[config.mk]
export PLATFORM = sky130hd
export DESIGN_NAME = c_drain_fsm_flat
export DESIGN_NICKNAME = d
export VERILOG_FILES = /design/src/rtl/c_drain_fsm_pkg.sv /design/src/rtl/c_drain_fsm_if.sv /design/src/rtl/c_drain_fsm.sv /design/src/flat_wrapper.sv
export SDC_FILE = /design/constraint.sdc
export NUM_CORES = 1
export LEC_CHECK = 0
export BUFFER_PORTS_ARGS = -buffer_cell sky130_fd_sc_hd__buf_2
export CAP_MARGIN = 20
export CORE_ASPECT_RATIO = 0.8
export CORE_MARGIN = 2
export CORE_UTILIZATION = 50
export DETAILED_ROUTE_END_ITERATION = 8
export PLACE_DENSITY = 0.8
export SLEW_MARGIN = 20
export SYNTH_ARGS = -nofsm -noshare
export SYNTH_HDL_FRONTEND = slang
export SYNTH_SLANG_ARGS = --single-unit
[constraint.sdc]
create_clock -name clk -period 2.8 [get_ports clk]
set_input_delay 0.7 -clock clk [delete_from_list [all_inputs] [get_ports clk]]
set_output_delay 0.7 -clock clk [all_outputs]
set_load 0.01 [all_outputs]
[src/rtl/c_drain_fsm_pkg.sv]
// rtl/c_drain_fsm_pkg.sv - shared types and width helpers for the C-drain controller
package c_drain_fsm_pkg;

  typedef enum logic [1:0] {
    ST_IDLE  = 2'd0,
    ST_FLUSH = 2'd1,
    ST_SHIFT = 2'd2,
    ST_DRAIN = 2'd3
  } drain_state_e;

  // Width of a counter holding 0..n-1; never narrower than one bit.
  function automatic int cnt_w(input int n);
    return (n <= 2) ? 1 : $clog2(n);
  endfunction

  // Array pipeline depth from A/B entry to the last C update.
  function automatic int flush_cycles(input int ml);
    return 2 * ml - 1;
  endfunction

endpackage

[src/rtl/c_drain_fsm_if.sv]
// rtl/c_drain_fsm_if.sv - valid/ready row stream from the C drain to writeback
interface c_drain_fsm_if #(
  parameter int ml = 2,
  parameter int dw = 16
);
  localparam int row_w = c_drain_fsm_pkg::cnt_w(ml);

  logic                 out_valid;
  logic                 out_ready;
  logic [ml*dw-1:0]     out_data;
  logic [row_w-1:0]     out_row;

  modport master (
    output out_valid,
    output out_data,
    output out_row,
    input  out_ready
  );

  modport slave (
    input  out_valid,
    input  out_data,
    input  out_row,
    output out_ready
  );

endinterface

[src/rtl/c_drain_fsm.sv]
// rtl/c_drain_fsm.sv - waits out the array pipeline, then shifts C rows onto a valid/ready stream
module c_drain_fsm
  import c_drain_fsm_pkg::*;
#(
  parameter int ml = 2,
  parameter int dw = 16
) (
  input  logic             clk,
  input  logic             reset,
  input  logic             drain_req,
  input  logic             ab_valid,
  input  logic [ml*dw-1:0] c_row_in,
  output logic             en_shift,
  output logic             busy,
  output logic             done,
  c_drain_fsm_if.master    out_if
);

  localparam int FLUSH_CYCLES = flush_cycles(ml);
  localparam int FW           = cnt_w(FLUSH_CYCLES);
  localparam int RW           = cnt_w(ml);

  drain_state_e     state, state_nx;
  logic [FW-1:0]    flush_cnt;
  logic [RW-1:0]    row_cnt;
  logic             out_valid_q;
  logic [ml*dw-1:0] out_data_q;
  logic [RW-1:0]    out_row_q;
  logic             done_q;

  logic             load;
  logic             flush_clr;
  logic             flush_inc;
  logic             row_clr;
  logic             fin;
  logic             flush_last;
  logic             row_last;

  assign flush_last = (flush_cnt == FW'(FLUSH_CYCLES - 1));
  assign row_last   = (row_cnt == RW'(ml - 1));

  always_ff @(posedge clk or posedge reset) begin
    if (reset) state <= ST_IDLE;
    else       state <= state_nx;
  end

  always_comb begin
    state_nx  = state;
    load      = 1'b0;
    en_shift  = 1'b0;
    flush_clr = 1'b0;
    flush_inc = 1'b0;
    row_clr   = 1'b0;
    fin       = 1'b0;
    case (state)
      ST_IDLE: begin
        if (drain_req) begin
          state_nx  = ST_FLUSH;
          flush_clr = 1'b1;
        end
      end
      ST_FLUSH: begin
        // Any A/B activity means C is still being updated: restart the wait.
        if (ab_valid) begin
          flush_clr = 1'b1;
        end else if (flush_last) begin
          state_nx = ST_SHIFT;
          row_clr  = 1'b1;
        end else begin
          flush_inc = 1'b1;
        end
      end
      ST_SHIFT: begin
        load     = !out_valid_q || out_if.out_ready;
        en_shift = load;
        if (load && row_last) state_nx = ST_DRAIN;
      end
      ST_DRAIN: begin
        if (out_valid_q && out_if.out_ready) begin
          state_nx = ST_IDLE;
          fin      = 1'b1;
        end
      end
      default: state_nx = ST_IDLE;
    endcase
  end

  always_ff @(posedge clk or posedge reset) begin
    if (reset) begin
      flush_cnt <= '0;
      row_cnt   <= '0;
    end else begin
      if (flush_clr)      flush_cnt <= '0;
      else if (flush_inc) flush_cnt <= flush_cnt + 1'b1;
      if (row_clr)        row_cnt   <= '0;
      else if (load)      row_cnt   <= row_cnt + 1'b1;
    end
  end

  // One-entry output stage: the row is captured in the same cycle the column shifts.
  always_ff @(posedge clk or posedge reset) begin
    if (reset) begin
      out_valid_q <= 1'b0;
      out_data_q  <= '0;
      out_row_q   <= '0;
      done_q      <= 1'b0;
    end else begin
      if (load) begin
        out_valid_q <= 1'b1;
        out_data_q  <= c_row_in;
        out_row_q   <= row_cnt;
      end else if (out_valid_q && out_if.out_ready) begin
        out_valid_q <= 1'b0;
      end
      done_q <= fin;
    end
  end

  assign busy             = (state != ST_IDLE);
  assign done             = done_q;
  assign out_if.out_valid = out_valid_q;
  assign out_if.out_data  = out_data_q;
  assign out_if.out_row   = out_row_q;

endmodule

[src/flat_wrapper.sv]
// flat-port wrapper written by rule: the top's interface ports become plain ports
module c_drain_fsm_flat import c_drain_fsm_pkg::*;
#(
  parameter int ml = 2,
  parameter int dw = 16
)
  (clk, reset, drain_req, ab_valid, c_row_in, en_shift, busy, done, out_if_out_valid, out_if_out_data, out_if_out_row, out_if_out_ready);
  c_drain_fsm_if #(.ml(ml), .dw(dw)) out_if_i ();
  input  logic clk;
  input  logic reset;
  input  logic drain_req;
  input  logic ab_valid;
  input  logic [ml*dw-1:0] c_row_in;
  output logic en_shift;
  output logic busy;
  output logic done;
  output wire logic [$bits(out_if_i.out_valid)-1:0] out_if_out_valid;
  output wire logic [$bits(out_if_i.out_data)-1:0] out_if_out_data;
  output wire logic [$bits(out_if_i.out_row)-1:0] out_if_out_row;
  input wire logic [$bits(out_if_i.out_ready)-1:0] out_if_out_ready;
  assign out_if_out_valid = out_if_i.out_valid;
  assign out_if_out_data = out_if_i.out_data;
  assign out_if_out_row = out_if_i.out_row;
  assign out_if_i.out_ready = out_if_out_ready;
  c_drain_fsm #(.ml(ml), .dw(dw)) u_core (.clk(clk), .reset(reset), .drain_req(drain_req), .ab_valid(ab_valid), .c_row_in(c_row_in), .en_shift(en_shift), .busy(busy), .done(done), .out_if(out_if_i));
endmodule
* Word level (Yosys, flattened, before mapping)
Cells that the tools add are included.
** Storage, ports and cells
- Bits in registers :: 40
- Bits in latches :: 0
- Memory bits (writable) :: 0
- Bits in read-only memories :: 0
- Word-level logic and storage cells :: 52
- Memories :: 0
** Cells by class
- $add $sub $neg :: 2
- Multiply operators :: 0
- Div/mod/pow operators :: 0
- Magnitude comparators :: 0
- Equality and inequality tests :: 9
- Shifts and indexed selects :: 0
- Mux-type cells :: 24
- Bitwise operators :: 0
- Reduce and logical (&&, ||, !) cells :: 10
** Operators with widths (number)
- 2-to-1 mux 1 bit :: 15
- 2-to-1 mux 2 bit :: 7
- case mux 2 bit (4 select lines) :: 1
- nonzero test 2 bit :: 4
- == test 2 bit, second input constant :: 3
- inequality test 2 x 1 -> 1 bit, second input constant :: 3
- AND reduction 5 bit :: 1
- inequality test 2 bit, second input constant :: 2
- adder 2 x 1 -> 2 bit, second input constant :: 1
- == test 2 x 1 -> 1 bit, second input constant :: 1
- logical AND 1 bit :: 2
- logical NOT 2 bit :: 1
- case mux 1 bit (2 select lines) :: 1
- adder 1 bit, second input constant :: 1
- logical NOT 1 bit :: 1
- logical OR 1 bit :: 1

* Longest topological paths before layout
Gate-level depths: netlist of the first run.
- Depth after elaboration :: 6
- Depth in mapped cells :: 6
- Gate-level depth less buffers :: 6

* Worst setup path before layout of the first run
Ideal clock, no wire load.
- Kind :: in2out
- From :: input port out_if_out_ready
- To :: output port en_shift
- Arrival time :: 1236 ps
- Setup slack :: 864 ps
- Stages on the path :: 4
- Path buffers :: 1
- Path through :: nand2b_4 > nand2_2 > clkbuf_8 > inv_1
** On the way
- Word-level cells in the longest chain between the ends :: 2
** Ends and longest elaborated chain
- from (decl) :: line flat_wrapper.sv:20 : input wire logic [$bits(out_if_i.out_ready)-1:0] out_if_out_ready;
- logical OR 1 bit :: line c_drain_fsm.sv:74 : load = !out_valid_q || out_if.out_ready;
- 2-to-1 mux 1 bit :: line c_drain_fsm.sv:55 : case (state)
- to (decl) :: line flat_wrapper.sv:14 : output logic en_shift;
Every way passes these cells.

* Worst setup path in the final report of the first run
- From :: register u_core.state[0]
- To :: output port en_shift
** On the way
- Word-level cells in the longest chain between the ends :: 2
** Ends and longest elaborated chain
- from (decl) :: line c_drain_fsm.sv:23 : drain_state_e state, state_nx;
- from (signal assigned) :: line c_drain_fsm.sv:44 : else state <= state_nx;
- == test 2 bit :: line c_drain_fsm.sv:55
- 2-to-1 mux 1 bit :: line c_drain_fsm.sv:55
Every way passes these cells.

==> run_results.csv, run 1 <==
group,metric,value,unit
global_routing,grt_overflow,0,
sta,fin_skew,5.43,ps
sta,fmax,498,MHz
finish,diodes,0,
finish,fin_util,0.688,
run,cap_viol_max_count,0,
global_routing,grt_pass1_wl,5320,microns
clock_tree,insertion_delay,280,ps
detailed_routing,post_drt_wl_per_cell,13.9,microns
sta,slew_violations,0,
power,peakVddDrop,0.704,mV
status,status,"completed",
sta,finalHoldViolCount,0,
finish,syn2layout_area_growth,28.3,%
logic_synthesis,synth_cell_types,22,
logic_synthesis,synth_fp_nets,155,
detailed_routing,vias,1133,
critical_path,worstPathArrival,1310,ps
finish,layout_commonest_cell,"buf_2",
logic_synthesis,yosysSeqAreaShare,0.592,
logic_synthesis,ys_ff_latch,40,
placement,port_buffers,73,
logic_synthesis,yosysWarnings,0,
global_routing,grt_pass1_vias,1167,
clock_tree,clock-sinks,40,
floorplan,row_count,18,
clock_tree,clk_pin_slew_worst_paths,70,ps
sta,finalSetupViolations,0,
floorplan,io_pins,74,
detailed_routing,first_pass_iters,4,
global_routing,grt_start_max_net_pins,41,
clock_tree,cts.path.max_buffers,2,
critical_path,cpPeakStageDelay,420,ps
sta,post-route-min-period,2010,ps
sta,tightest_slew,478,ps
logic_synthesis,syn_area_per_cell,15.1,sq um
sta,relSlewSlack,0.681,
critical_path,cpMostUsedCell,"inv_1",
power,power_leakage,1.11,nW
critical_path,critPathSlowestCell,"dfrtp_1",
global_routing,grt.total_usage,0.175,
logic_synthesis,syn_area,1690,sq um
detailed_routing,drt_iter0_markers,52,
clock_tree,hold_buffers,0,
finish,mostFrequentLayoutCells,"buf_2 (73), dfrtp_1 (40), mux2_2 (33)",
critical_path,crit_chain,"inv_1, ha_1, nand2_2, inv_1, buf_2",
clock_tree,cts.repair.resized,0,
clock_tree,cts_setup_buffers,0,
detailed_routing,vias_per_cell,4.88,
logic_synthesis,post_synth_main_area_contributors,"dfrtp_1 (59%), mux2_2 (22%), ha_1 (4.4%), clkbuf_8 (2.4%), inv_1 (1.8%)",
detailed_routing,final_antenna_net_count,0,
logic_synthesis,synth_top_area_share,0.592,
critical_path,critPathMaxFanout,4,
sta,whs,502,ps
critical_path,criticalPathCategory,"reg2out",
placement,gp_congestion,0.793,
logic_synthesis,yosysTopAreaCell,"dfrtp_1",
worst_hold_path,hold_path.class,"reg2reg",
global_routing,antenna_found_initial,0,
clock_tree,numCtsBuffers,5,
finish,drive_gt1_frac,0.625,
floorplan,die_y,56.0,microns
floorplan,core_region_area,3150,sq um
power,power_density,1210,nW/um^2
critical_path,required,2100,ps
floorplan,dieArea,3860,sq um
placement,dp.final_hpwl,2460,microns
sta,min_period_over_period,0.717,
finish,nets,234,
floorplan,die_x,69.0,microns
clock_tree,cts-root-buf,"clkbuf_8",
clock_tree,h-tree-depth,2,
critical_path,start_kind,"register",
floorplan,start_util,0.536,
sta,rsz0062_at_grt,"no",
critical_path,endpoint_kind,"output pin",
clock_tree,cts_tree,"done",
sta,fin_setup_tns,0,ps
detailed_routing,totalWireLength,3230,microns
detailed_routing,drc,0,
logic_synthesis,synthCells,112,
worst paths after layout:
check / from / end / slack, ps / cells after the start
max: u_core.state[0]$_DFFE_PP0P_ / en_shift / 790 / 5
min: u_core.out_if.out_data[9]$_DFFE_PP0P_ / u_core.out_if.out_data[9]$_DFFE_PP0P_ / 500 / 1
max reg2reg: u_core.state[0]$_DFFE_PP0P_ / u_core.out_if.out_data[27]$_DFFE_PP0P_ / 1060 / 5
min reg2reg: u_core.out_if.out_data[9]$_DFFE_PP0P_ / u_core.out_if.out_data[9]$_DFFE_PP0P_ / 500 / 1
max in group asynchronous: reset / u_core.out_if.out_data[2]$_DFFE_PP0P_ / 1940 / 3
min in group asynchronous: reset / u_core.out_if.out_data[4]$_DFFE_PP0P_ / 530 / 3
report_power, final:
group / internal (mW) / switching [mW]
combinational: 0.654 / 0.555
clock: 0.201 / 0.174
sequential: 0.876 / 0.162
sequential cells by signal, summed over array words and instances (netlist names):
register and flops:
u_core.out_if.out_data 32, u_core.flush_cnt 2, u_core.state 2, u_core.done 1, u_core.out_if.out_row 1, u_core.out_if.out_valid 1, u_core.row_cnt 1
final cells by class:
type	count	area, sq um
timing repair buffer	75	380
clock buffer	8	90.1
inverter	8	30.0
fill	233	983
tap	40	50.0
sequential	40	1000
multi-input combinational	61	618
stage by stage:
step / total power, mW / std cells / area, sq um / setup WS [ps]
floorplan: 1.87 / 112 / 1690 / 864
global placement: 2.20 / 224 / 2080 / 883
detailed placement: 2.27 / 224 / 2080 / 842
CTS: 2.65 / 232 / 2170 / 787
global route: 2.81 / 232 / 2170 / 707
finish: 2.62 / 232 / 2170 / 792
kinds of logic after synthesis:
family	Yosys count	share of synthesized area
AND/OR/NAND/NOR	11	0.0444
AO/OA/AOI/OAI	9	0.0429
XOR/XNOR	1	0.00518
buffers and inverters	11	0.0422
flip-flops	40	0.592
multiplexers	34	0.229
adder cells (fa/ha/maj)	6	0.0444
worst max-delay path: cells and delay by family (launching register included):
kind | cells | cell delay (ps)
fa+ha+maj | 1 | 240
flops | 1 | 420
simple gates | 1 | 80
buf+inv | 3 | 290
synth_stat cells:
| master | instances |
|---|---|
| dfrtp_1 | 40 |
| mux2_2 | 33 |
| inv_1 | 8 |
| ha_1 | 6 |
| a2bb2oi_1 | 3 |
| clkbuf_8 | 3 |
| nand2_1 | 3 |
| a21oi_1 | 2 |
| a21bo_1 | 1 |
| a22oi_1 | 1 |
| and3_2 | 1 |
| and3_4 | 1 |
| mux2_4 | 1 |
| nand2_2 | 1 |
| nand2b_1 | 1 |
| nand2b_4 | 1 |
| nor2_1 | 1 |
| nor4_1 | 1 |
| o31a_1 | 1 |
| o32a_1 | 1 |
| or2b_2 | 1 |
| xnor2_1 | 1 |
routing by layer:
metal / up-vias / track usage / part of all wire
li1: 545 / - / -
met5: - / 0 / 0
met3: 0 / 0.0707 / 0.081
met4: 0 / 0.0672 / 0
met2: 48 / 0.290 / 0.49
met1: 540 / 0.205 / 0.43
Power figures use the tool's default switching activity.
==> run 2, diff against run 1 <==
CORE_UTILIZATION = 46   (was 50)
PLACE_DENSITY = 0.74   (was 0.8)
clock period = 2 ns   (was 2.8 ns; I/O delays follow)
==> run 2 against run 1 <==
Effect of this change:
- die area up 8.1%
- critical path depth unchanged
- utilization down 5.5 points
- flip-flop and latch count unchanged
- count of clock-buffer cells in the layout down 2
- critical path type unchanged
- highest routed layer is now met4
- largest power group unchanged
- sequential share of layout area down 0.58 points
==> run_results.csv, run 2 (same netlist as run 1, synthesis figures left out) <==
group,metric,value,unit
critical_path,cpMostUsedCell,"inv_1",
sta,min_period_over_period,0.923,
critical_path,crit_family,"flip-flops",
finish,fin_util,0.633,
sta,fin_setup_tns,0,ps
critical_path,required,1500,ps
clock_tree,cts.path.max_buffers,2,
critical_path,r2r_cells,5,
floorplan,start_util,0.487,
critical_path,r2r-start,"u_core.state[0]$_DFFE_PP0P_",
finish,diodes,0,
critical_path,critPathMaxFanout,5,
detailed_routing,post_drt_wl_per_cell,13.4,microns
detailed_routing,drt-met1-wl,1340,microns
global_routing,grt_pass1_wl,5130,microns
floorplan,dieArea,4180,sq um
critical_path,worstPathArrival,1350,ps
placement,dp.final_hpwl,2390,microns
clock_tree,cts.repair.resized,0,
detailed_routing,vias_per_cell,4.85,
run,cap_viol_max_count,0,
global_routing,grt_pass1_vias,1176,
clock_tree,cts_tree,"done",
placement,port_buffers,73,
clock_tree,hold_buffers,0,
floorplan,row_count,19,
detailed_routing,vias,1139,
detailed_routing,highest_layer,"met4",
detailed_routing,final_antenna_net_count,0,
critical_path,cpPeakStageDelay,410,ps
global_routing,grt_start_max_net_pins,41,
clock_tree,clock-sinks,40,
detailed_routing,dr_wl_met2,1500,microns
detailed_routing,first_pass_iters,5,
status,status,"completed",
floorplan,die_x,71.8,microns
global_routing,grt_overflow,0,
critical_path,crit_end,"en_shift",
power,power_leakage,1.13,nW
finish,layout_commonest_cell,"buf_2",
critical_path,start_kind,"register",
critical_path,reg2reg_slack,390,ps
detailed_routing,totalWireLength,3150,microns
finish,design_area,2200,sq um
power,power,3.78,mW
sta,rsz0062_at_grt,"no",
sta,post-route-min-period,1850,ps
floorplan,io_pins,74,
critical_path,critPathLaunch,"u_core.state[0]$_DFFE_PP0P_",
sta,worst_slack,154,ps
critical_path,endpoint_kind,"output pin",
floorplan,core_region_area,3470,sq um
clock_tree,cts-root-buf,"clkbuf_8",
finish,syn2layout_area_growth,30.0,%
placement,gp_congestion,0.813,
global_routing,antenna_found_initial,0,
finish,drive_gt1_frac,0.632,
power,peakVddDrop,0.840,mV
worst_hold_path,hold_path.class,"in2async",
critical_path,critPathSlowestCell,"dfrtp_1",
critical_path,reg2reg_to,"u_core.out_if.out_data[9]$_DFFE_PP0P_",
detailed_routing,wl_met3,272,microns
finish,fillers,282,
placement,placed_cells,227,
sta,whs,319,ps
finish,mostFrequentLayoutCells,"buf_2 (73), dfrtp_1 (40), mux2_2 (33)",
sta,relSlewSlack,0.674,
sta,finalSetupViolations,0,
critical_path,cp.depth,5,
floorplan,die_y,58.2,microns
detailed_routing,drc,0,
detailed_routing,drt_iter0_markers,25,
sta,finalHoldViolCount,0,
placement,pre_cts_slack,355,ps
clock_tree,numCtsBuffers,5,
critical_path,crit_chain,"inv_1, ha_1, nand2_2, inv_1, buf_2",
placement,placed_area,2090,sq um
sta,fmax,542,MHz
sta,fin_skew,6.35,ps
finish,largest_register_ffs,32,
clock_tree,insertion_delay,290,ps
clock_tree,clk_pin_slew_worst_paths,80,ps
global_routing,grt.total_usage,0.164,
critical_path,criticalPathCategory,"reg2out",
finish,nets,235,
clock_tree,h-tree-depth,2,
sta,tightest_slew,489,ps
power,power_density,1720,nW/um^2
critical_path,critPathBufInv,3,
clock_tree,cts_setup_buffers,0,
sta,slew_violations,0,
finish,final_cells,235,
## run 2: changes by cell type in the layout (fill, tap and decap cells not counted)
cell / previous run / this run
buf_4: 2 / 3
clkbuf_1: 2 / 1
clkbuf_8: 6 / 5
clkinv_2: 0 / 1
bufinv_16: 0 / 1
## run 2: worst min-delay path by stage
stage                                                start                                      to  slack [ps]  depth (start not counted)
floorplan                       u_core.row_cnt$_DFFE_PP0P_       u_core.out_if.out_row$_DFFE_PP0P_         530                          1
global placement    u_core.out_if.out_data[14]$_DFFE_PP0P_  u_core.out_if.out_data[14]$_DFFE_PP0P_         480                          1
detailed placement   u_core.out_if.out_data[8]$_DFFE_PP0P_   u_core.out_if.out_data[8]$_DFFE_PP0P_         490                          1
CTS                                                  reset  u_core.out_if.out_data[14]$_DFFE_PP0P_         340                          3
global route                                         reset  u_core.out_if.out_data[14]$_DFFE_PP0P_         370                          3
finish                                               reset  u_core.out_if.out_data[20]$_DFFE_PP0P_         320                          3
## run 2: report_power, final
part | switching (mW) | internal [mW]
sequential | 0.213 | 1.23
clock | 0.267 | 0.370
combinational | 0.774 | 0.930
## run 2: layout make-up
cell class / count / area (sq um) / area share
inverter: 8 / 30.0 / 0.0137
timing repair buffer: 76 / 388 / 0.177
clock inverter: 2 / 35.0 / 0.0159
sequential: 40 / 1000 / 0.456
tap: 42 / 52.6 / 0.0239
clock buffer: 6 / 72.6 / 0.0330
multi-input combinational: 61 / 618 / 0.281
## run 2: metal layers
layer / track usage / vias up
li1: - / 545
met1: 0.185 / 537
met2: 0.287 / 52
met3: 0.0522 / 5
met4: 0.0728 / 0
met5: 0 / -
## run 2: worst reg2reg max path: cells and delay by family, from the launching register on
family        cells  cell delay, ps
buf+inv           2             360
fa+ha+maj         1             250
simple gates      1             120
flops             1             400
mux               1             380
